<file path="src/rtl/adder_share_arbiter.sv">
// -----------------------------------------------------------------------------
// adder_share_arbiter
//
// Shares a single external 3-bit adder (Adder3Bit: sayi1/sayi2 -> 4-bit
// carry+sum) among NUM_REQ requesters. The block handles one transaction at a
// time. It grants one requester and latches that requester's operands. It
// drives the shared adder, registers the adder result, and returns the result
// with the requester ID over a valid/ready response channel.
//
// Build option:
//   ARB_ROUND_ROBIN_EN  defined   -> round-robin grant starting at a pointer
//                       undefined -> fixed priority, lowest index wins
//
// Parameters:
//   NUM_REQ  number of requesters (2..8)
//   IDW      requester ID width, ceil(log2(NUM_REQ))
//
// Ports:
//   clk        rising-edge clock
//   rst        asynchronous active-high reset
//   req_valid  per-requester valid
//   req_a      operand A, requester i in bits [3i+2:3i]
//   req_b      operand B, same packing as req_a
//   req_ready  one-hot grant (combinational, only in IDLE)
//   add_a      to adder sayi1
//   add_b      to adder sayi2
//   add_sum    from adder sum (combinational carry+sum)
//   rsp_valid  response valid
//   rsp_sum    registered carry+sum
//   rsp_id     requester that owns the response
//   rsp_ready  response accepted
//   done_cnt   completed transactions, wraps at 256
// -----------------------------------------------------------------------------
module adder_share_arbiter #(
  parameter int NUM_REQ = 4,
  parameter int IDW     = 2
) (
  input  logic                 clk,
  input  logic                 rst,
  input  logic [NUM_REQ-1:0]   req_valid,
  input  logic [3*NUM_REQ-1:0] req_a,
  input  logic [3*NUM_REQ-1:0] req_b,
  output logic [NUM_REQ-1:0]   req_ready,
  output logic [2:0]           add_a,
  output logic [2:0]           add_b,
  input  logic [3:0]           add_sum,
  output logic                 rsp_valid,
  output logic [3:0]           rsp_sum,
  output logic [IDW-1:0]       rsp_id,
  input  logic                 rsp_ready,
  output logic [7:0]           done_cnt
);

  typedef enum logic [1:0] {
    IDLE = 2'd0,
    CALC = 2'd1,
    RESP = 2'd2
  } state_t;

  state_t         state;
  logic [IDW-1:0] grant_idx;
  logic           grant_any;
  logic [2:0]     grant_a;
  logic [2:0]     grant_b;

`ifdef ARB_ROUND_ROBIN_EN
  logic [IDW-1:0]     ptr;
  logic [2*NUM_REQ-1:0] rotated;
  int                 slot;

  // Rotate the request vector so that bit 0 is the pointer position. The
  // first set bit k then maps back to requester (ptr + k) mod NUM_REQ.
  assign rotated = {req_valid, req_valid} >> ptr;

  // NOTE: every variable gets a default before any conditional assignment,
  // so no path through the block leaves a value held and no latch is inferred.
  always_comb begin
    grant_idx = '0;
    grant_any = 1'b0;
    slot      = 0;
    for (int k = NUM_REQ - 1; k >= 0; k--) begin
      if (rotated[k]) begin
        slot = int'(ptr) + k;
        if (slot >= NUM_REQ) slot = slot - NUM_REQ;
        grant_idx = IDW'(slot);
        grant_any = 1'b1;
      end
    end
  end
`else
  // Fixed priority. The descending scan leaves the lowest asserted index.
  always_comb begin
    grant_idx = '0;
    grant_any = 1'b0;
    for (int i = NUM_REQ - 1; i >= 0; i--) begin
      if (req_valid[i]) begin
        grant_idx = IDW'(i);
        grant_any = 1'b1;
      end
    end
  end
`endif

  // Operand mux for the granted requester.
  assign grant_a = 3'(req_a >> (3 * grant_idx));
  assign grant_b = 3'(req_b >> (3 * grant_idx));

  // The grant is only offered while idle. It is also masked by rst. Reset
  // forces the state to IDLE asynchronously, and the grant must still read
  // zero while reset is held.
  always_comb begin
    req_ready = '0;
    if (!rst && state == IDLE && grant_any)
      req_ready = NUM_REQ'(1) << grant_idx;
  end

  // NOTE: sequential state uses non-blocking assignments only, so every
  // register samples the pre-edge value of every other register.
  // NOTE: all registers here are control or datapath flops. None is a memory
  // array, so each one gets an explicit reset value.
  always_ff @(posedge clk or posedge rst) begin
    if (rst) begin
      state     <= IDLE;
      add_a     <= '0;
      add_b     <= '0;
      rsp_valid <= 1'b0;
      rsp_sum   <= '0;
      rsp_id    <= '0;
      done_cnt  <= '0;
`ifdef ARB_ROUND_ROBIN_EN
      ptr       <= '0;
`endif
    end else begin
      case (state)
        IDLE: begin
          // add_a/add_b keep their previous values until a new grant.
          if (grant_any) begin
            add_a  <= grant_a;
            add_b  <= grant_b;
            rsp_id <= grant_idx;
            state  <= CALC;
          end
        end
        CALC: begin
          // This is the only edge on which add_sum is sampled.
          rsp_sum   <= add_sum;
          rsp_valid <= 1'b1;
          state     <= RESP;
        end
        RESP: begin
          if (rsp_ready) begin
            rsp_valid <= 1'b0;
            done_cnt  <= done_cnt + 8'd1;
`ifdef ARB_ROUND_ROBIN_EN
            // rsp_id still holds this transaction's grant index.
            ptr <= (rsp_id == IDW'(NUM_REQ - 1)) ? '0 : rsp_id + IDW'(1);
`endif
            state <= IDLE;
          end
        end
        default: state <= IDLE;
      endcase
    end
  end

endmodule

</file>
<file path="config.mk">
export PLATFORM = sky130hd
export DESIGN_NAME = adder_share_arbiter
export DESIGN_NICKNAME = d
export VERILOG_FILES = /design/src/rtl/adder_share_arbiter.sv
export SDC_FILE = /design/constraint.sdc
export NUM_CORES = 1
export LEC_CHECK = 0
export BUFFER_PORTS_ARGS = -buffer_cell sky130_fd_sc_hd__buf_2
export CAP_MARGIN = 20
export CORE_AREA = 4 4 56 58
export DETAILED_ROUTE_END_ITERATION = 10
export DIE_AREA = 0 0 60 62
export PLACE_DENSITY = 0.82
export SLEW_MARGIN = 30
export SYNTH_ARGS = -nofsm -noshare
export SYNTH_HDL_FRONTEND = slang
export SYNTH_SLANG_ARGS = --single-unit
</file>
<file path="constraint.sdc">
create_clock -name clk -period 2.26 [get_ports clk]
set_input_delay 0.339 -clock clk [delete_from_list [all_inputs] [get_ports clk]]
set_output_delay 0.339 -clock clk [all_outputs]
set_load 0.02 [all_outputs]
</file>
==> summary.txt, run 1 <==
Synthesis
  – Fraction of the yosys area taken by sequential cells: roughly 45%
  – Synthesis warning total: 0
  – Netlist area before placement: approximately 1300 sq um
  – Gate count of the mapped netlist: around 130
  – Mean cell area of the mapped netlist: between 9 and 10 sq um
  – Synthesized Nets: roughly 160
  – Register bit count reported by yosys: 23
  – Unique cell type count in the Yosys netlist: 35

Clock network
  – Clk_lat worst skew: just over 0.3 ns
  – Clock-pin slew on the worst setup and hold paths: 0.13 ns
  – CTS HTree Levels: 1
  – Max Root-Sink Buffers: 2
  – Post-CTS Hold Buffers: 0
  – Buffers inserted by post-CTS timing repair: 0
  – TritonCTS buffer count: 3
  – Clock root buffer master: sky130_fd_sc_hd__clkbuf_4
  – TritonCTS clock tree: built
  – CTS sink cnt: 23
  – Quantity of gates resized following cts: 0

Power
  – Relative contribution of the clock network to total power: ~11%
  – Net Switching: 767 uW
  – Part of the power in registers: 40.2%
  – Cell-internal power: 997 uW
  – Total leakage power: ~0.00079 uW
  – Power Density: around 1100 nW/um^2
  – Peak supply drop: between 700 and 800 uV
  – Switching fraction of total power: a little over two fifths
  – Relative contribution of combinational cells to total power: about half

Place
  – Final estimated routing congestion in global placement: around 0.87
  – Port Buffer Count: between 50 and 60
  – DP Cell Count: about 210
  – Post-detail-place hpwl: 2.44 mm

Route
  – Routed vias: about 1200
  – Total DRC errors in the routed layout: 0
  – First-pass detailed-route iteration total: 4
  – Routed via count divided by cell count: roughly 5.6
  – Violation count after the first detailed-routing iteration: 32
  – Final wirelength: approximately 3.1 mm
  – Remaining antenna violation count after routing: 0
  – Per-cell routed wire length: approximately 14 um

Worst setup path
  – Worst setup path startpoint: req_valid[3]
  – Endpoint of the lowest-slack register-to-register path: add_a[1]$_DFFE_PP0P_
  – Cell mode on critical path: sky130_fd_sc_hd__buf_2
  – Start of the worst register-to-register path: state[1]$_DFFE_PP0P_
  – Type of element capturing the critical path: output pin
  – Cell-by-cell trace of the critical path: buf_2 -> or4_1 -> nand2_8 -> nor4_1 -> buf_2
  – Reg2reg setup slack: between 0.8 and 0.9 ns
  – Arrival time worst endpoint: between 1.5 and 2 ns
  – Cell depth of the worst flop-to-flop path: 4
  – Cell with the largest stage delay on the worst path: sky130_fd_sc_hd__or4_1
  – Worst Path Class, Setup: input pin to output pin
  – Required time at the endpoint of the critical path: about 1.9 ns
  – Timing endpoint of the critical path: req_ready[3]
  – Maximum fanout along the worst path: 12
  – Startpoint types: input pin
  – Longest individual stage delay on the worst path: 0.72 ns

Timing
  – Clock Skews: roughly 0.0078 ns
  – Final Max Tran Viols: 0
  – Setup-violating endpoint count in the final report: 0
  – Min Tclk post-route: 1.95 ns
  – Final number of hold-violating endpoints: 0
  – RSZ-0062 raised after global routing: false
  – Worst hold-check slack: ~0.1 ns
  – Worst slew margin: between 50% and 60%
  – Share of the cycle needed by the critical path after routing: between 80% and 90%
  – Maximum clock rate: slightly above 0.5 GHz
  – Setup tns final: 0 ns
  – Transition time at the pin with the least slew margin: 0.689 ns

Global routing
  – Gr ovfl total: 0
  – Number of antenna violations at the first check in global routing: 0
  – Global route hottest layer: met2
  – Wire length of the first global-routing pass: a little over 5 mm
  – Met3 capacity usage during global routing: 2.89%
  – Overall track demand over capacity in global routing: 18.0%
  – Global routing usage on met1: 21.7%
  – Via count of the first global-routing pass: around 1200
  – Met2 usage: about 33%
  – Maximum number of pins on one net before global-route repair: 24

Floorplanning
  – Vert. Die Dim: ~62 um
  – Die width: roughly 60 um
  – Die Area: ~3700 sq um
  – Area inside the core boundary: roughly 2700 sq um
  – Starting utilization of the core area: 47.6%
  – Count of standard-cell rows: 19
  – Boundary Pins: 60

Hold path
  – Kind of path behind the tightest hold check: input pin to async pin

Cells and area
  – Number of standard cells in the layout, taps in and fillers out: approximately 220
  – Proportion of layout cells with a drive suffix above 1: 38.2%
  – Signed area change from the synthesized netlist to the final layout: 27.6%
  – Multi-input gate area in the final layout: 638 sq um
  – ANT cells: 0
  – Register Area: 576 sq um
  – Count of fill cells added during filler insertion: 245
  – Number of nets in the finished design: between 200 and 250

Status
  – Result of the run: finished, final reports clean

Job
  – Count of max-cap constraint violations: 0
[placed cells by master (no fill, tap or decap), types with 4 or more instances in the layout]
| master | count |
|---|---|
| sky130_fd_sc_hd__nand3_1 | 6 |
| sky130_fd_sc_hd__o32a_1 | 5 |
| sky130_fd_sc_hd__o21a_1 | 5 |
| sky130_fd_sc_hd__nand3b_1 | 13 |
| sky130_fd_sc_hd__mux2_1 | 4 |
| sky130_fd_sc_hd__buf_2 | 59 |
| sky130_fd_sc_hd__nand2_1 | 13 |
| sky130_fd_sc_hd__a21oi_1 | 11 |
| sky130_fd_sc_hd__dfrtp_1 | 23 |
| sky130_fd_sc_hd__xnor2_1 | 4 |
[power by group through the flow]
stage	combinational, uW	sequential [uW]	clock [uW]
final	865	710	190
after global routing	947	738	209
after CTS	871	712	196
after detailed placement	869	722	0
after global placement	849	710	0
after floorplan	412	876	0
[metrics by stage]
stage	area [sq um]	utilization [%]	setup slack, ns	power (uW)
floorplan	1270	-	0.300	1290
finish	1620	60.7	0.305	1760
CTS	1620	60.7	0.315	1780
global placement	1590	59.6	0.338	1560
global route	1620	60.7	0.175	1890
detailed placement	1590	59.6	0.319	1590
[worst min-delay path by stage]
| stage | from | to | slack (ns) |
|---|---|---|---|
| floorplan | rst | add_a[0]$_DFFE_PP0P_ | 0.35 |
| global placement | rst | add_a[2]$_DFFE_PP0P_ | 0.45 |
| detailed placement | rst | add_a[2]$_DFFE_PP0P_ | 0.45 |
| CTS | rst | state[0]$_DFFE_PP0P_ | 0.10 |
| global route | rst | state[0]$_DFFE_PP0P_ | 0.14 |
| finish | rst | state[0]$_DFFE_PP0P_ | 0.1 |
[critical path: cells and delay by family]
family	cells	cell delay (ns)
and+or+nand+nor	3	0.94
buffers and inverters	2	0.34
[flip-flops by register name, summed over array words and instances, names as in the netlist]
signal,flops
add_a,3
add_b,3
done_cnt,8
rsp_id,2
rsp_sum,4
rsp_valid,1
state,2
[cell usage after synthesis (all sizes together)]
cell type	count	area share (%)
dfrtp	23	45
a21o	1	0.59
nor3b	1	0.59
xnor2	4	2.8
o32a	5	4.0
xor2	3	2.1
a41oi	1	1.3
nor4	3	1.5
nor2b	1	0.49
nand3b	13	7.7
clkbuf	5	1.5
nor4b	1	0.69
and3b	1	0.69
o21ai	2	0.79
nor3	3	1.2
or4	1	0.59
nand4	3	1.5
inv	4	1.4
nor2	2	0.79
nand2	14	5.4
a21oi	11	4.3
or2	4	2.0
o31ai	1	0.59
nand3	6	2.4
and3	2	0.99
buf	2	1.3
mux2	4	3.6
ha	1	0.99
o21a	5	3.0
[final cells by class]
| class | count | area share (%) |
|---|---|---|
| Inverter | 4 | 1.08 |
| Sequential cell | 23 | 35.6 |
| Multi-Input combinational cell | 93 | 39.5 |
| Clock buffer | 3 | 1.39 |
| Timing Repair Buffer | 62 | 19.7 |
| Clock inverter | 1 | 0.310 |
| Tap cell | 31 | 2.40 |
[cell families after synthesis]
| kind of cell | count (synthesis) | share of synthesized area (%) |
|---|---|---|
| buf+inv | 11 | 4.15 |
| flops | 23 | 45.5 |
| compound gates | 26 | 14.5 |
| xor+xnor | 7 | 4.84 |
| fa+ha+maj | 1 | 0.988 |
| mux | 4 | 3.56 |
| simple gates | 55 | 26.5 |
[per-layer routing]
metal,up-vias,share of wire (%)
met1,570,42
met4,0,0.48
met3,2,9.1
met5,-,0
met2,62,49
li1,576,-
(Power assumes the default switching activity.)
==> run 2: changes to the inputs <==
==> constraint.sdc (replaced) <==
create_clock -name clk -period 2.26 [get_ports clk]
set_input_delay 0.339 -clock clk [delete_from_list [all_inputs] [get_ports clk]]
set_output_delay 0.339 -clock clk [all_outputs]
set_load 0.01 [all_outputs]
==> run 2 against run 1 <==
Compared with the run above:
- register-to-register slack got worse by 0.06 ns
- largest cell class unchanged
- cell count is 0.46% lower
- via count about the same
- final area fell by 0.46%
- global-route usage fell by 0.46 points
- total power decreased by 8.0%
- fmax down 7.9%
- non-clock buffer count is 1 lower
- first-iteration DRC count rose by 50%
- clock power about the same
- sequential power about the same
==> summary.txt, run 2 (synthesis gave the netlist of run 1 again) <==
Status
  – Result of the run: finished, final reports clean (unchanged)

Cells and area
  – Count of fill cells added during filler insertion: 233 (was 245)
  – Signed area change from the synthesized netlist to the final layout: 27.0% (was 27.6%)
  – Proportion of layout cells with a drive suffix above 1: 37.8% (was 38.2%)
  – Register with the highest flop count: done_cnt (unchanged)
  – Number of nets in the finished design: 222 (was 223)
  – Commonest cells after routing, fill and taps aside: 59 x sky130_fd_sc_hd__buf_2, 23 x sky130_fd_sc_hd__dfrtp_1, 13 x sky130_fd_sc_hd__nand2_1, 13 x sky130_fd_sc_hd__nand3b_1, 11 x sky130_fd_sc_hd__a21oi_1 (unchanged)
  – Largest register FFs: 8 (unchanged)
  – Largest registers in the final layout: done_cnt: 8 flops, rsp_sum: 4 flops (unchanged)
  – Most frequent standard cell in the layout excluding fill and tap cells: sky130_fd_sc_hd__buf_2 (unchanged)
  – Multi-input gate area in the final layout: 638 sq um (unchanged)
  – ANT cells: 0 (unchanged)
  – Finished Core Util: 60.4% (was 60.7%)
  – Number of standard cells in the layout, taps in and fillers out: 216 (was 217)
  – Register Area: 576 sq um (unchanged)

Power
  – Net Switching: 640 uW (was 767 uW)
  – Cell-internal power: 983 uW (was 997 uW)
  – Part of the power in registers: 43.9% (was 40.2%)
  – Total leakage power: 0.000785 uW (was 0.000790 uW)
  – Peak supply drop: 643 uV (was 700 uV)
  – Switching fraction of total power: 39.4% (was 43.5%)
  – Power, Total: 1620 uW (was 1760 uW)
  – Relative contribution of the clock network to total power: 11.6% (was 10.8%)
  – Power Density: 1010 nW/um^2 (was 1090 nW/um^2)
  – Relative contribution of combinational cells to total power: 44.5% (was 49.0%)

Route
  – Routed vias: 1211 (was 1210)
  – First-pass detailed-route iteration total: 4 (unchanged)
  – Per-cell routed wire length: 14.0 um (was 14.3 um)
  – Violation count after the first detailed-routing iteration: 48 (was 32)
  – Total DRC errors in the routed layout: 0 (unchanged)
  – Routed via count divided by cell count: 5.61 (was 5.58)
  – Remaining antenna violation count after routing: 0 (unchanged)
  – Final wirelength: 3.03 mm (was 3.11 mm)

Place
  – DP Cell Count: 212 (was 213)
  – Final estimated routing congestion in global placement: 0.871 (was 0.868)
  – Port Buffer Count: 59 (unchanged)
  – Post-detail-place hpwl: 2.40 mm (was 2.44 mm)

Clock network
  – TritonCTS clock tree: built (unchanged)
  – Clock root buffer master: sky130_fd_sc_hd__clkbuf_4 (unchanged)
  – CTS HTree Levels: 1 (unchanged)
  – Buffers inserted by post-CTS timing repair: 0 (unchanged)
  – TritonCTS buffer count: 3 (unchanged)
  – Max Root-Sink Buffers: 2 (unchanged)
  – Quantity of gates resized following cts: 0 (unchanged)
  – CTS sink cnt: 23 (unchanged)
  – Clk_lat worst skew: 0.31 ns (about the same)
  – Post-CTS Hold Buffers: 0 (unchanged)
  – Clock-pin slew on the worst setup and hold paths: 0.13 ns (about the same)

Worst setup path
  – Cell-by-cell trace of the critical path: nor2_2 -> nand2_8 -> nor4_1 -> buf_2 (was buf_2 -> or4_1 -> nand2_8 -> nor4_1 -> buf_2)
  – Cell with the largest stage delay on the worst path: sky130_fd_sc_hd__dfrtp_1 (was sky130_fd_sc_hd__or4_1)
  – Count of buffering cells on the critical path with inverters included: 1 (was 2)
  – Crit path max-delay family: simple AND/OR/NAND/NOR gates (unchanged)
  – Required time at the endpoint of the critical path: 1.92 ns (about the same)
  – Type of element capturing the critical path: output pin (unchanged)
  – Worst Path Class, Setup: flop to output pin (was input pin to output pin)
  – Startpoint types: flop (was input pin)
  – Maximum fanout along the worst path: 10 (was 12)
  – Arrival time worst endpoint: 1.78 ns (was 1.62 ns)
  – Longest individual stage delay on the worst path: 0.48 ns (was 0.72 ns)

Floorplanning
  – Count of standard-cell rows: 19 (unchanged)
  – Area inside the core boundary: 2660 sq um (unchanged)
  – Vert. Die Dim: 62 um (unchanged)
  – Starting utilization of the core area: 47.6% (unchanged)
  – Die Area: 3720 sq um (unchanged)
  – Die width: 60 um (unchanged)
  – Boundary Pins: 60 (unchanged)

Timing
  – Maximum clock rate: 0.471 GHz (was 0.512 GHz)
  – Min Tclk post-route: 2.12 ns (was 1.95 ns)
  – Worst slew margin: 56.6% (was 53.7%)
  – Setup tns final: 0 ns (unchanged)
  – Clock Skews: 0.00895 ns (was 0.00779 ns)
  – RSZ-0062 raised after global routing: false (unchanged)
  – Transition time at the pin with the least slew margin: 0.646 ns (was 0.689 ns)
  – Setup-violating endpoint count in the final report: 0 (unchanged)
  – Share of the cycle needed by the critical path after routing: 93.9% (was 86.5%)
  – Final number of hold-violating endpoints: 0 (unchanged)
  – Final Max Tran Viols: 0 (unchanged)

Global routing
  – Via count of the first global-routing pass: 1167 (was 1197)
  – Number of antenna violations at the first check in global routing: 0 (unchanged)
  – Wire length of the first global-routing pass: 4.93 mm (was 5.10 mm)
  – Overall track demand over capacity in global routing: 17.5% (was 18.0%)
  – Gr ovfl total: 0 (unchanged)
  – Maximum number of pins on one net before global-route repair: 24 (unchanged)

Job
  – Count of max-cap constraint violations: 0 (unchanged)

Hold path
  – Kind of path behind the tightest hold check: input pin to async pin (unchanged)
[run 2: changes by cell type in the layout (fill, tap and decap cells not counted), sizes merged]
cell	previous run	this run
buf	62	61
[run 2: power by group through the flow]
stage          Combinational [uW]  Clock, uW  Sequential (uW)
2_1_floorplan                 407          0              763
3_3_place_gp                  715          0              710
3_5_place_dp                  730          0              723
4_1_cts                       733        196              714
5_1_grt                       812        211              736
6_report                      722        189              712
[run 2: through the flow]
step	hold slack, ns	setup WS (ns)	instance area, sq um
6_report	0.0983	0.138	1610
5_1_grt	0.125	0.0350	1610
4_1_cts	0.0975	0.146	1610
3_5_place_dp	0.454	0.337	1580
3_3_place_gp	0.445	0.358	1580
2_1_floorplan	0.346	0.576	1270
[run 2: area by class of cell]
| type | count | area share, % |
|---|---|---|
| Clock inverter | 1 | 0.311 |
| Multi-Input combinational cell | 93 | 39.7 |
| Clock buffer | 3 | 1.40 |
| Tap cell | 31 | 2.41 |
| Timing Repair Buffer | 61 | 19.3 |
| Sequential cell | 23 | 35.8 |
| Inverter | 4 | 1.09 |
[run 2: metal layers]
metal | vias to the layer above | track usage (%) | share of wire (%)
met3 | 4 | 3.10 | 9.5
li1 | 577 | - | -
met4 | 0 | 6.65 | 1.1
met2 | 63 | 32.4 | 49
met5 | - | 0 | 0
met1 | 567 | 20.1 | 40
[run 2: worst min-delay path, cell delays in order]
cell	delay [ns]
sky130_fd_sc_hd__buf_2	0.12
sky130_fd_sc_hd__inv_1	0.06
sky130_fd_sc_hd__buf_4	0.29
[run 2: final timing paths]
kind	startpoint	end	slack [ns]	cells past startpoint
worst min-delay path	rst	state[0]$_DFFE_PP0P_	0.1	3
max in group asynchronous	rst	done_cnt[2]$_DFFE_PP0P_	1.93	3
min in group clk	add_sum[1]	rsp_sum[1]$_DFFE_PP0P_	0.23	2
worst max register to register	state[1]$_DFFE_PP0P_	add_b[0]$_DFFE_PP0P_	0.75	3
worst max-delay path	state[1]$_DFFE_PP0P_	req_ready[3]	0.14	4
worst min register to register	done_cnt[7]$_DFFE_PP0P_	done_cnt[7]$_DFFE_PP0P_	0.47	1
